--- src/rtl/kbd_text_pkg.sv ---
// Shared constants and enumerations for the keyboard text buffer.
package kbd_text_pkg;

  localparam logic [5:0] CH_BLANK = 6'd0;
  localparam logic [5:0] CH_A     = 6'd1;
  localparam logic [5:0] CH_0     = 6'd27;
  localparam logic [5:0] CH_SPACE = 6'd37;

  localparam logic [7:0] SC_BKSP  = 8'h66;
  localparam logic [7:0] SC_ENTER = 8'h5A;
  localparam logic [7:0] SC_SPACE = 8'h29;

  typedef enum logic [1:0] {ST_IDLE, ST_LOOKUP, ST_WRITE, ST_CLEAR} state_e;
  typedef enum logic [1:0] {CLS_CHAR, CLS_BKSP, CLS_ENTER, CLS_NONE} cls_e;

endpackage

--- src/rtl/kbd_scan2char.sv ---
// Combinational PS/2 set-2 scancode to {class, character code} lookup.
module kbd_scan2char
  import kbd_text_pkg::*;
(
  input  logic [7:0] scancode,
  output logic [1:0] cls,
  output logic [5:0] code
);

  always_comb begin
    cls  = CLS_CHAR;
    code = CH_BLANK;
    case (scancode)
      8'h1C: code = CH_A + 6'd0;   8'h32: code = CH_A + 6'd1;
      8'h21: code = CH_A + 6'd2;   8'h23: code = CH_A + 6'd3;
      8'h24: code = CH_A + 6'd4;   8'h2B: code = CH_A + 6'd5;
      8'h34: code = CH_A + 6'd6;   8'h33: code = CH_A + 6'd7;
      8'h43: code = CH_A + 6'd8;   8'h3B: code = CH_A + 6'd9;
      8'h42: code = CH_A + 6'd10;  8'h4B: code = CH_A + 6'd11;
      8'h3A: code = CH_A + 6'd12;  8'h31: code = CH_A + 6'd13;
      8'h44: code = CH_A + 6'd14;  8'h4D: code = CH_A + 6'd15;
      8'h15: code = CH_A + 6'd16;  8'h2D: code = CH_A + 6'd17;
      8'h1B: code = CH_A + 6'd18;  8'h2C: code = CH_A + 6'd19;
      8'h3C: code = CH_A + 6'd20;  8'h2A: code = CH_A + 6'd21;
      8'h1D: code = CH_A + 6'd22;  8'h22: code = CH_A + 6'd23;
      8'h35: code = CH_A + 6'd24;  8'h1A: code = CH_A + 6'd25;
      8'h45: code = CH_0 + 6'd0;   8'h16: code = CH_0 + 6'd1;
      8'h1E: code = CH_0 + 6'd2;   8'h26: code = CH_0 + 6'd3;
      8'h25: code = CH_0 + 6'd4;   8'h2E: code = CH_0 + 6'd5;
      8'h36: code = CH_0 + 6'd6;   8'h3D: code = CH_0 + 6'd7;
      8'h3E: code = CH_0 + 6'd8;   8'h46: code = CH_0 + 6'd9;
      SC_SPACE: code = CH_SPACE;
      SC_BKSP:  cls  = CLS_BKSP;
      SC_ENTER: cls  = CLS_ENTER;
      default:  cls  = CLS_NONE;
    endcase
  end

endmodule

--- src/rtl/kbd_text_buffer.sv ---
// One-line text buffer fed by released-key scancodes, with a registered
// read port for the VGA text renderer.
module kbd_text_buffer
  import kbd_text_pkg::*;
#(
  parameter int COLS = 32,
  parameter int CW   = $clog2(COLS)
) (
  input  logic          clk,
  input  logic          reset,
  input  logic [7:0]    scancode,
  input  logic          scan_valid,
  input  logic [CW-1:0] rd_addr,
  output logic [5:0]    rd_data,
  output logic [CW:0]   cursor,
  output logic          full,
  output logic          busy,
  output logic          overrun
);

  localparam logic [CW:0]   COLS_W   = (CW+1)'(COLS);
  localparam logic [CW:0]   ONE_W    = (CW+1)'(1);
  localparam logic [CW-1:0] ONE_I    = CW'(1);
  localparam logic [CW-1:0] LAST_IDX = CW'(COLS - 1);

  state_e        state_q, state_d;
  logic [7:0]    sc_q, sc_d;
  cls_e          cls_q, cls_d;
  logic [5:0]    code_q, code_d;
  logic [CW:0]   cursor_q, cursor_d;
  logic [CW-1:0] idx_q, idx_d;
  logic          overrun_q, overrun_d;
  logic [5:0]    rd_data_q, rd_data_d;
  logic [5:0]    buf_q [COLS];
  logic [5:0]    buf_d [COLS];
  logic [1:0]    lk_cls;
  logic [5:0]    lk_code;

  kbd_scan2char u_scan2char (
    .scancode (sc_q),
    .cls      (lk_cls),
    .code     (lk_code)
  );

  always_comb begin
    state_d   = state_q;
    sc_d      = sc_q;
    cls_d     = cls_q;
    code_d    = code_q;
    cursor_d  = cursor_q;
    idx_d     = idx_q;
    buf_d     = buf_q;
    // Read uses the pre-update array, so a same-edge write returns the old value.
    rd_data_d = buf_q[rd_addr];
    overrun_d = overrun_q | (scan_valid && (state_q != ST_IDLE));
    case (state_q)
      ST_IDLE: begin
        if (scan_valid) begin
          sc_d    = scancode;
          state_d = ST_LOOKUP;
        end
      end
      ST_LOOKUP: begin
        cls_d   = cls_e'(lk_cls);
        code_d  = lk_code;
        state_d = ST_WRITE;
      end
      ST_WRITE: begin
        state_d = ST_IDLE;
        case (cls_q)
          CLS_CHAR: begin
            if (cursor_q < COLS_W) begin
              buf_d[cursor_q[CW-1:0]] = code_q;
              cursor_d                = cursor_q + ONE_W;
            end
          end
          CLS_BKSP: begin
            if (cursor_q != '0) begin
              cursor_d                = cursor_q - ONE_W;
              buf_d[cursor_d[CW-1:0]] = CH_BLANK;
            end
          end
          CLS_ENTER: begin
            idx_d   = '0;
            state_d = ST_CLEAR;
          end
          default: ;
        endcase
      end
      ST_CLEAR: begin
        buf_d[idx_q] = CH_BLANK;
        idx_d        = idx_q + ONE_I;
        if (idx_q == LAST_IDX) begin
          cursor_d = '0;
          state_d  = ST_IDLE;
        end
      end
      default: state_d = ST_IDLE;
    endcase
  end

  always_ff @(posedge clk or negedge reset) begin
    if (!reset) begin
      state_q   <= ST_IDLE;
      sc_q      <= '0;
      cls_q     <= CLS_NONE;
      code_q    <= '0;
      cursor_q  <= '0;
      idx_q     <= '0;
      overrun_q <= 1'b0;
      rd_data_q <= '0;
      buf_q     <= '{default: '0};
    end else begin
      state_q   <= state_d;
      sc_q      <= sc_d;
      cls_q     <= cls_d;
      code_q    <= code_d;
      cursor_q  <= cursor_d;
      idx_q     <= idx_d;
      overrun_q <= overrun_d;
      rd_data_q <= rd_data_d;
      buf_q     <= buf_d;
    end
  end

  assign rd_data = rd_data_q;
  assign cursor  = cursor_q;
  assign full    = (cursor_q == COLS_W);
  assign busy    = (state_q != ST_IDLE);
  assign overrun = overrun_q;

endmodule

--- config.mk ---
export PLATFORM = sky130hd
export DESIGN_NAME = kbd_text_buffer
export DESIGN_NICKNAME = d
export VERILOG_FILES = /design/src/rtl/kbd_text_pkg.sv /design/src/rtl/kbd_scan2char.sv /design/src/rtl/kbd_text_buffer.sv
export SDC_FILE = /design/constraint.sdc
export NUM_CORES = 1
export LEC_CHECK = 0
export BUFFER_PORTS_ARGS = -buffer_cell sky130_fd_sc_hd__buf_2
export CAP_MARGIN = 0
export CORE_MARGIN = 2
export CORE_UTILIZATION = 45
export CTS_CLUSTER_SIZE = 25
export DETAILED_ROUTE_END_ITERATION = 8
export PLACE_DENSITY = 0.61
export SYNTH_ARGS = -nofsm -noshare
export SYNTH_HDL_FRONTEND = slang
export SYNTH_HIERARCHICAL = 1
export SYNTH_SLANG_ARGS = --single-unit
--- constraint.sdc ---
create_clock -name clk -period 2.35 [get_ports clk]
set_input_delay 0.3525 -clock clk [delete_from_list [all_inputs] [get_ports clk]]
set_output_delay 0.3525 -clock clk [all_outputs]
set_load 0.03 [all_outputs]
==> impl_results.rst, run 1 <==
.. list-table::
   :header-rows: 1

   * - Metric
     - Value
   * - Starting density of the core
     - 0.4566
   * - Largest net degree at the start of global routing
     - 64
   * - Full die area
     - 29470 um^2
   * - Area growth, synth to finish
     - 17.77%
   * - Worst rel slew slack
     - 0.5118
   * - Gate count of the mapped netlist
     - 1183
   * - Sequential cell fraction of total power
     - 0.298
   * - Finished Layout Cells
     - 1680
   * - Clock tree from TritonCTS
     - built
   * - H-tree levels
     - 1
   * - Number of sinks handled by clock tree synthesis
     - 228
   * - Grt total ovfl
     - 0
   * - Area share of the largest cell type after synthesis
     - 0.4471
   * - Count of yosys warnings during synthesis
     - 6
   * - # Max-Cap Violations
     - 0
   * - Vias
     - 10.87k
   * - Number of enable-type register cells in the synthesized netlist
     - 0
   * - Number of different library cells in the post-synthesis netlist
     - 92
   * - Post-synth top flop
     - dfrtp_1
   * - Overall routed net length
     - 43790 um
   * - Count of buffers inserted at the top-level ports
     - 30
   * - # diodes
     - 0
   * - Floorplan Core Area
     - 27710 um^2
   * - Final number of max-transition violations
     - 0
   * - Largest voltage drop on the vdd net
     - 0.7901 mV
   * - Crit path launch
     - cursor[0]
   * - Fill cell total of the finished layout
     - 2499
   * - Final ANT Viol Nets
     - 0
   * - Minimum setup slack in the final design
     - 0.05939 ns
   * - Drt first pass iters
     - 6
   * - Register clock-pin slew on the reported worst setup and hold paths
     - 0.06 ns
   * - DRC Markers
     - 0
   * - Vias in the first global route
     - 10.78k
   * - Number of placed instances, taps included
     - 1636
   * - Clock power frac
     - 0.239
   * - Net switching fraction of the power
     - 0.4292
   * - Endpoints failing hold
     - 0
   * - Number of placed I/O pins
     - 31
   * - Static power due to leakage
     - 6.401 nW
   * - DR WL/cell
     - 26.06 um
   * - Final total negative setup slack
     - 0 ns
   * - Post-Synthesis Mean Instance Area
     - 10.69 um^2
   * - Path type of the worst setup path
     - register to register
   * - Worst hold slack
     - 0.04377 ns
   * - Std cell rows
     - 61
   * - Ratio of cells with drive above 1 in the final layout
     - 0.2366
   * - Number of nets produced by synthesis
     - 1211
   * - Proportion of power drawn by combinational gates
     - 0.462
   * - Unrepaired setup endpoints after global routing
     - true
   * - Leading post-synthesis cells by instance count
     - dfrtp_1, o2bb2ai_1, nand2_1
   * - Outcome
     - completed
   * - Horizontal extent of the die
     - 171.7 um
   * - Number of antenna violations at the first check in global routing
     - 0
   * - Endpoint required time on the critical path
     - 2.76 ns
   * - Achievable Freq
     - 0.4366 GHz
   * - Clk root buf
     - clkbuf_16
   * - Total power density per cell area
     - 1093 nW/um^2
   * - Power Internal
     - 9.293 mW
   * - Worst setup timing slack at the placement stage
     - -0.1490 ns
   * - Post-synthesis cell type with the largest combined area
     - dfrtp_1
   * - Shortest clock period the worst path allows after layout
     - 2.291 ns
   * - Category of the worst setup path launch point
     - register
   * - Most frequently used cell type in the post-synthesis netlist
     - dfrtp_1
   * - Worst setup skew after layout
     - 0.02036 ns
   * - Detailed placer's ending HPWL
     - 32250 um
   * - Crit path arrival time
     - 2.70 ns
   * - Combined global-route utilization of all metal layers
     - 0.3023
   * - Reg2Reg Launch Point
     - cursor[0]
   * - Finish-stage setup viols
     - 0
   * - Portion of the post-synthesis area used by sequential elements
     - 0.4512
   * - Worst-Margin Slew
     - 0.7308 ns
   * - Number of vias per cell after detailed routing
     - 6.467
   * - Crit end category
     - register
   * - Source-to-sink clock delay at the later pin of the worst-skew pair
     - 0.54 ns
   * - Crit Path Max Fanout
     - 6
   * - Area contributors post-synth
     - dfrtp_1, o2bb2ai_1, mux4_2
   * - Floorplan die height
     - 171.7 um
   * - Min-Delay Startpoint
     - scancode[7]
   * - Post-synthesis cell area
     - 12650 um^2
   * - Fraction of registers with async set/reset
     - 1.000
   * - Fin crit share
     - 0.9747
   * - Longest Clk Path Bufs
     - 3
   * - First DRT Iteration DRCs
     - 1290
   * - RD Place Congestion
     - 1.043
   * - Post-layout nets
     - 1315
   * - Switching power
     - 6.989 mW
   * - Worst min-delay path category
     - primary input to register
   * - Count of state elements after synthesis
     - 228
   * - TritonCTS Buffers
     - 25
   * - Global-route wire length before repair
     - 67060 um
-- final timing paths --
kind | endpoint | slack [ns] | cells past startpoint
setup / recovery | buf_q[185] | 0.06 | 10
min in group asynchronous | buf_q[95] | 0.33 | 2
hold / removal | sc_q[7] | 0.04 | 2
hold reg to reg | buf_q[64] | 0.48 | 1
max in group asynchronous | cls_q[0] | 1.28 | 3
setup reg to reg | buf_q[185] | 0.06 | 10
-- state kept, by name (all words and copies together), names as in the netlist --
signal and cells:
overrun 1, idx_q 5, rd_data 6, sc_q 8
cls_q 2, buf_q 192, cursor 6, state_q 2
code_q 6
-- cell families (layout without fill, tap and decap cells) --
| group | Yosys count | in the layout | share of synthesized area |
|---|---|---|---|
| AO/OA/AOI/OAI | 418 | 418 | 0.2606 |
| multiplexers | 85 | 85 | 0.09248 |
| adder cells (fa/ha/maj) | 12 | 12 | 0.01187 |
| AND/OR/NAND/NOR | 315 | 315 | 0.1363 |
| XOR/XNOR | 4 | 4 | 0.002770 |
| buffers and inverters | 121 | 240 | 0.04471 |
| flip-flops | 228 | 228 | 0.4512 |
-- metal layers --
metal | wire (um) | global-route usage | vias up
met5 | 0 | 0 | -
met4 | 1972 | 0.1220 | 0
met3 | 3206 | 0.05614 | 108
met2 | 19710 | 0.4694 | 458
met1 | 18900 | 0.4179 | 5510
li1 | - | - | 4789
-- repair_timing --
action,4_1_cts,5_1_grt
setup endpoints to repair,55,106
hold buffers,1,0
buffers inserted,0,1
hold endpoints to repair,49,0
gates resized for setup,15,19
pin swaps,2,2
-- critical path: stages (launching register included) --
cell	delay, ns
dfrtp_2	0.38
inv_4	0.05
ha_2	0.21
buf_12	0.14
buf_4	0.14
nor2_1	0.14
a32o_1	0.36
o21bai_1	0.13
a211oi_2	0.32
buf_4	0.20
o22ai_1	0.08
-- placed cells by master, fill, tap and decap left out, drive strengths merged, types with 41 or more instances in the layout --
master,Yosys,final
dfrtp,226,226
nand3,48,48
o2bb2ai,91,91
mux2i,46,46
nand2,76,76
buf,50,160
nor2,41,41
o21ai,43,43
a22o,51,51
-- per-stage QoR --
| step | util | instance area, um^2 | total power [mW] |
|---|---|---|---|
| after detailed placement | 0.5041 | 13970 | 12.02 |
| after global routing | 0.5377 | 14900 | 16.99 |
| after global placement | 0.5041 | 13970 | 12.02 |
| after floorplan | - | 12650 | 9.045 |
| final | 0.5377 | 14900 | 16.28 |
| after CTS | 0.5353 | 14830 | 16.04 |
-- layout make-up --
| type | count | area (um^2) | share of cell area |
|---|---|---|---|
| clock buffer | 34 | 709.4 | 0.04762 |
| clock inverter | 8 | 83.83 | 0.005627 |
| inverter | 37 | 143.9 | 0.009658 |
| multi-input combinational | 834 | 6480 | 0.4350 |
| sequential | 228 | 5712 | 0.3834 |
| tap | 378 | 473.0 | 0.03175 |
| timing repair buffer | 161 | 1296 | 0.08701 |
-- power groups by stage --
stage               registers, mW  logic, mW  clock network (mW)
floorplan                    4.79       4.25                   0
global placement             4.89       7.13                   0
detailed placement           4.90       7.12                   0
CTS                          4.84       7.26                3.94
global route                 4.92       7.96                4.11
finish                       4.86       7.53                3.90
Note: power is estimated with default switching activity, not from simulation.
==> run 2, diff against run 1 <==
--- a/config.mk
+++ b/config.mk
@@ -7,11 +7,13 @@
 export LEC_CHECK = 0
 export BUFFER_PORTS_ARGS = -buffer_cell sky130_fd_sc_hd__buf_2
 export CAP_MARGIN = 0
+export CELL_PAD_IN_SITES_DETAIL_PLACEMENT = 2
+export CELL_PAD_IN_SITES_GLOBAL_PLACEMENT = 2
 export CORE_MARGIN = 2
-export CORE_UTILIZATION = 45
+export CORE_UTILIZATION = 38
 export CTS_CLUSTER_SIZE = 25
 export DETAILED_ROUTE_END_ITERATION = 8
-export PLACE_DENSITY = 0.61
+export PLACE_DENSITY = 0.74
 export SYNTH_ARGS = -nofsm -noshare
 export SYNTH_HDL_FRONTEND = slang
 export SYNTH_HIERARCHICAL = 1
==> constraint.sdc (replaced) <==
create_clock -name clk -period 2 [get_ports clk]
set_input_delay 0.3 -clock clk [delete_from_list [all_inputs] [get_ports clk]]
set_output_delay 0.3 -clock clk [all_outputs]
set_load 0.03 [all_outputs]
==> impl_results.rst, run 2 (same netlist as run 1, synthesis figures left out) <==
.. list-table::
   :header-rows: 1

   * - Metric
     - Value
   * - Largest net degree at the start of global routing
     - 71
   * - Grt total ovfl
     - 0
   * - Total power density per cell area
     - 1506 nW/um^2
   * - Area growth, synth to finish
     - 48.45%
   * - Register clock-pin slew on the reported worst setup and hold paths
     - 0.08 ns
   * - Number of placed I/O pins
     - 31
   * - Count of buffers inserted at the top-level ports
     - 30
   * - Most frequent cells in the layout
     - buf_4, dfrtp_1, o2bb2ai_1
   * - First DRT Iteration DRCs
     - 1827
   * - Longest Clk Path Bufs
     - 3
   * - Critical Path Max Stage Delay
     - 0.46 ns
   * - Fill cell total of the finished layout
     - 3073
   * - H-tree levels
     - 1
   * - Crit end category
     - register
   * - # diodes
     - 0
   * - Worst-Margin Slew
     - 0.9965 ns
   * - Worst hold slack
     - 0.2125 ns
   * - Finish-stage setup viols
     - 215
   * - Fin crit share
     - 1.305
   * - Post-layout power
     - 28.28 mW
   * - Final ANT Viol Nets
     - 0
   * - Overall routed net length
     - 88110 um
   * - Worst rel slew slack
     - 0.3342
   * - Horizontal extent of the die
     - 186.5 um
   * - Endpoint required time on the critical path
     - 2.45 ns
   * - TritonCTS Buffers
     - 26
   * - Top Family by Delay on Critical Path
     - compound AO/OA/AOI/OAI gates
   * - Cell with the largest stage delay on the worst path
     - dfrtp_2
   * - Source-to-sink clock delay at the later pin of the worst-skew pair
     - 0.58 ns
   * - Final total negative setup slack
     - -65.23 ns
   * - Detailed placer's ending HPWL
     - 40910 um
   * - Register cell area after layout
     - 5723 um^2
   * - DR WL/cell
     - 44.52 um
   * - Floorplan die height
     - 186.5 um
   * - Clock tree from TritonCTS
     - built
   * - Number of sinks handled by clock tree synthesis
     - 228
   * - Largest voltage drop on the vdd net
     - 1.096 mV
   * - Achievable Freq
     - 0.3833 GHz
   * - Crit path cell chain
     - inv_4 > ha_4 > nor2b_4 > nand3_1 > buf_4 > a21oi_1 > a211oi_2 > buf_4 > o22ai_1
   * - Category of the worst setup path launch point
     - register
   * - Unrepaired setup endpoints after global routing
     - true
   * - Path type of the worst setup path
     - register to register
   * - Shortest clock period the worst path allows after layout
     - 2.609 ns
   * - Vias in the first global route
     - 14.99k
   * - Ratio of cells with drive above 1 in the final layout
     - 0.4743
   * - Drt first pass iters
     - 6
   * - Crit Path Max Fanout
     - 6
   * - Worst setup skew after layout
     - 0.02052 ns
   * - Most repeated library cell on the critical path
     - buf_4
   * - Crit path arrival time
     - 3.06 ns
   * - Number of antenna violations at the first check in global routing
     - 2
   * - Outcome
     - finished, violations left
   * - Area of the multi-input gates
     - 7958 um^2
   * - Static power due to leakage
     - 8.050 nW
   * - Final number of max-transition violations
     - 0
   * - Max reg flops
     - 192
   * - Starting density of the core
     - 0.3878
   * - Failing checks
     - negative setup slack
   * - Number of vias per cell after detailed routing
     - 7.343
   * - Vias
     - 14.53k
   * - Minimum setup slack in the final design
     - -0.6092 ns
   * - Registers with the highest flip-flop counts
     - buf_q x192, sc_q x8
   * - DRC Markers
     - 0
   * - Std cell rows
     - 66
   * - RD Place Congestion
     - 0.9085
   * - Floorplan Core Area
     - 32620 um^2
   * - Endpoints failing hold
     - 0
   * - Most common cell after layout, fill and taps aside
     - buf_4
   * - Global-route wire length before repair
     - 106100 um
   * - Worst min-delay path category
     - primary input to async pin
   * - Combined global-route utilization of all metal layers
     - 0.4087
   * - Post-layout nets
     - 1545
   * - Sum of buffers and inverters on the critical path
     - 3
   * - Clk root buf
     - clkbuf_16
   * - Full die area
     - 34760 um^2
   * - Reg with most FFs
     - buf_q
   * - # Max-Cap Violations
     - 0
==> run 2: per-stage QoR <==
stage                     std cells  utilization  worst slack (ns)  cell area (um^2)
after global routing           1979       0.5757           -0.5599             18780
after CTS                      1934       0.5398           -0.2079             17610
after floorplan                1183            -          -0.04543             12830
final                          1979       0.5757           -0.6092             18780
after global placement         1824       0.4657           -0.2229             15190
after detailed placement       1824       0.4657           -0.3208             15190
==> run 2: repair_timing <==
action,in CTS,in global routing
pin swaps,65,55
setup endpoints to repair,194,208
buffers inserted,52,43
cloned,2,3
hold buffers,10,0
endpoints found under the hold margin,87,0
resized for setup,221,155
==> run 2: cell type report <==
type	count	area share
well taps	442	0.02945
clock buffers	32	0.03905
multi-input cells	834	0.4238
inverters	37	0.007929
flip-flops and latches	228	0.3048
clock inverters	16	0.01086
repair buffers	390	0.1842
==> run 2: final timing paths <==
| kind | start | depth (start not counted) | end | slack [ns] |
|---|---|---|---|---|
| max in group asynchronous | reset | 3 | buf_q[90] | 0.99 |
| setup / recovery | cursor[1] | 9 | buf_q[161] | -0.61 |
| min in group clk | rd_addr[2] | 4 | rd_data[5] | 0.48 |
| setup reg to reg | cursor[1] | 9 | buf_q[161] | -0.61 |
| hold reg to reg | buf_q[186] | 1 | buf_q[186] | 0.50 |
| hold / removal | reset | 2 | buf_q[21] | 0.21 |
==> run 2: routing by layer <==
metal	share of wire	vias up	GRT usage	wire length [um]
met5	0.00026	-	0	23
met4	0.11	4	0.2482	9255
met3	0.092	611	0.06658	8109
met2	0.46	1321	0.7154	40700
met1	0.34	7359	0.4702	30020
li1	-	5236	-	-
==> run 2: power by group <==
group | switching, mW | leakage [nW] | internal (mW)
Combinational | 10.2 | 4.47 | 6.58
Clock | 2.39 | 0.463 | 3.13
Sequential | 0.925 | 3.12 | 5.08
Total | 13.5 | 8.05 | 14.8
==> run 3, diff against run 2 <==
--- a/config.mk
+++ b/config.mk
@@ -10,10 +10,10 @@
 export CELL_PAD_IN_SITES_DETAIL_PLACEMENT = 2
 export CELL_PAD_IN_SITES_GLOBAL_PLACEMENT = 2
 export CORE_MARGIN = 2
-export CORE_UTILIZATION = 38
+export CORE_UTILIZATION = 43
 export CTS_CLUSTER_SIZE = 25
 export DETAILED_ROUTE_END_ITERATION = 8
-export PLACE_DENSITY = 0.74
+export PLACE_DENSITY = 0.79
 export SYNTH_ARGS = -nofsm -noshare
 export SYNTH_HDL_FRONTEND = slang
 export SYNTH_HIERARCHICAL = 1
==> constraint.sdc (replaced) <==
create_clock -name clk -period 2.6 [get_ports clk]
set_input_delay 0.39 -clock clk [delete_from_list [all_inputs] [get_ports clk]]
set_output_delay 0.39 -clock clk [all_outputs]
set_load 0.03 [all_outputs]
==> impl_results.rst, run 3 (same netlist as run 1, synthesis figures left out) <==
.. list-table::
   :header-rows: 1

   * - Metric
     - Value
   * - Sequential cell fraction of total power
     - 0.315
   * - First DRT Iteration DRCs
     - 978
   * - Starting density of the core
     - 0.4383
   * - Crit path arrival time
     - 3.00 ns
   * - Achievable Freq
     - 0.3963 GHz
   * - DR WL/cell
     - 30.20 um
   * - Cell Area, Placed
     - 13580 um^2
   * - Grt total ovfl
     - 0
   * - Area growth, synth to finish
     - 14.68%
   * - Total power density per cell area
     - 997.5 nW/um^2
   * - DRC Markers
     - 0
   * - Worst setup skew after layout
     - 0.02009 ns
   * - Static power due to leakage
     - 6.201 nW
   * - Clock power frac
     - 0.269
   * - Number of antenna violations at the first check in global routing
     - 1
   * - Shortest clock period the worst path allows after layout
     - 2.524 ns
   * - Ratio of cells with drive above 1 in the final layout
     - 0.1987
   * - Outcome
     - completed
   * - Switching power
     - 6.311 mW
   * - Path type of the worst setup path
     - register to register
   * - Floorplan Core Area
     - 28860 um^2
   * - Floorplan die height
     - 175.5 um
   * - Drt first pass iters
     - 5
   * - Finish-stage setup viols
     - 0
   * - Number of vias per cell after detailed routing
     - 6.674
   * - Max reg flops
     - 192
   * - H-tree levels
     - 1
   * - Cell count of the worst reg-to-reg path
     - 6
   * - Most common cell after layout, fill and taps aside
     - dfrtp_1
   * - Combined global-route utilization of all metal layers
     - 0.3294
   * - Global-route track usage on met3
     - 0.05216
   * - Vias in the first global route
     - 11.98k
   * - Net switching fraction of the power
     - 0.4362
   * - Std cell rows
     - 62
   * - Layer with the highest usage
     - met2
   * - Register clock-pin slew on the reported worst setup and hold paths
     - 0.07 ns
   * - Setup bufs post-CTS
     - 0
   * - GR met2 Demand/Resource
     - 0.5476
   * - # Max-Cap Violations
     - 0
   * - Reg with most FFs
     - buf_q
   * - RD Place Congestion
     - 0.9449
   * - Hold-critical path depth
     - 2
   * - Full die area
     - 30810 um^2
   * - Largest net degree at the start of global routing
     - 72
   * - Min-Delay Startpoint
     - scancode[4]
   * - Source-to-sink clock delay at the later pin of the worst-skew pair
     - 0.56 ns
   * - Endpoints failing hold
     - 0
   * - Worst min-delay path category
     - primary input to register
   * - Worst rel slew slack
     - 0.03693
   * - TritonCTS Buffers
     - 27
   * - Overall routed net length
     - 49900 um
   * - Detailed placer's ending HPWL
     - 35810 um
   * - Post-layout nets
     - 1275
   * - Final number of max-transition violations
     - 0
   * - Worst-Margin Slew
     - 1.442 ns
   * - Registers with the highest flip-flop counts
     - buf_q x192, sc_q x8
   * - Vias
     - 11.03k
   * - Final ANT Viol Nets
     - 0
   * - Power Internal
     - 8.159 mW
   * - Horizontal extent of the die
     - 175.5 um
   * - Unrepaired setup endpoints after global routing
     - false
   * - Fin crit share
     - 0.9706
   * - End of the worst hold path
     - sc_q[4]
   * - Category of the worst setup path launch point
     - register
   * - Largest voltage drop on the vdd net
     - 0.6951 mV
   * - Endpoint required time on the critical path
     - 3.08 ns
   * - Register-to-register setup slack
     - 0.08 ns
   * - Proportion of power drawn by combinational gates
     - 0.416
   * - Area of all placed cells without fillers
     - 14510 um^2
   * - Crit Path Max Fanout
     - 12
   * - Worst R2R End
     - buf_q[78]
   * - Reg2Reg Launch Point
     - cursor[0]
   * - Crit end category
     - register
   * - Number of placed I/O pins
     - 31
   * - Clock tree from TritonCTS
     - built
   * - # diodes
     - 0
   * - Count of buffers inserted at the top-level ports
     - 30
   * - Longest Clk Path Bufs
     - 3
   * - Post-layout power
     - 14.47 mW
   * - Most frequent cells in the layout
     - dfrtp_1, o2bb2ai_1, buf_4
   * - Met1 global-route usage
     - 0.4342
   * - Number of sinks handled by clock tree synthesis
     - 228
   * - Global-route wire length before repair
     - 77130 um
   * - Final total negative setup slack
     - 0 ns
   * - Clk root buf
     - clkbuf_16
==> run 3: changes by cell type in the layout (fill, tap and decap cells not counted), sizes merged <==
cell,delta
bufinv,-2
clkdlybuf4s15,-1
clkinv,-6
inv,+2
clkbuf,+4
dlygate4sd3,-9
clkinvlp,+1
buf,-258
==> run 3: worst max-delay path by stage <==
stage | from | depth (start not counted) | slack, ns | to
final | cursor[0] | 6 | 0.08 | buf_q[78]
after global routing | cursor[0] | 5 | 0.01 | full
after CTS | cursor[0] | 7 | 0.02 | buf_q[44]
after detailed placement | cursor[0] | 7 | 0.05 | buf_q[61]
after global placement | cursor[0] | 7 | 0.22 | buf_q[64]
after floorplan | cursor[0] | 9 | 0.14 | buf_q[180]
==> run 3: routing by layer <==
| metal | routed length, um | up-vias |
|---|---|---|
| li1 | - | 4704 |
| met1 | 20670 | 5813 |
| met2 | 24200 | 376 |
| met3 | 2824 | 130 |
| met4 | 2185 | 2 |
| met5 | 14 | - |
==> run 3: metrics by stage <==
| step | hold WS (ns) | setup slack [ns] | util | std cells |
|---|---|---|---|---|
| 2_1_floorplan | 0.09441 | 0.1419 | - | 1183 |
| 3_3_place_gp | 0.3994 | 0.2239 | 0.4706 | 1601 |
| 3_5_place_dp | 0.4057 | 0.04782 | 0.4706 | 1601 |
| 4_1_cts | 0.06489 | 0.01510 | 0.5021 | 1652 |
| 5_1_grt | 0.07764 | 0.01098 | 0.5027 | 1652 |
| 6_report | 0.08179 | 0.07647 | 0.5027 | 1652 |
==> run 3: worst max-delay path, stage by stage, from the launching register on <==
cell      delay (ns)
dfrtp_1         0.40
buf_4           0.19
or2_0           0.36
a32oi_1         0.66
a21oi_1         0.17
o211ai_2        0.46
a32o_1          0.20
==> run 3: layout make-up <==
| cell class | instances | area, um^2 |
|---|---|---|
| clock buffers | 39 | 780.7 |
| clock inverters | 11 | 120.1 |
| fillers | 2911 | 14350 |
| inverters | 37 | 138.9 |
| multi-input cells | 834 | 6395 |
| flip-flops and latches | 228 | 5708 |
| well taps | 384 | 480.5 |
| repair buffers | 119 | 883.3 |
==> run 3: repair_timing <==
item / 4_1_cts / 5_1_grt
hold buffers: 1 / 0
endpoints found under the hold margin: 64 / 0
setup endpoints to repair: 0 / 65
resized for setup: 0 / 3
==> run 3: power by group through the flow <==
stage               sequential (mW)  clock, mW  combinational, mW
global placement               4.56          0               5.65
detailed placement             4.60          0               5.83
global route                   4.62       4.06               6.40
CTS                            4.55       3.92               5.90
floorplan                      4.33          0               3.84
finish                         4.56       3.89               6.02
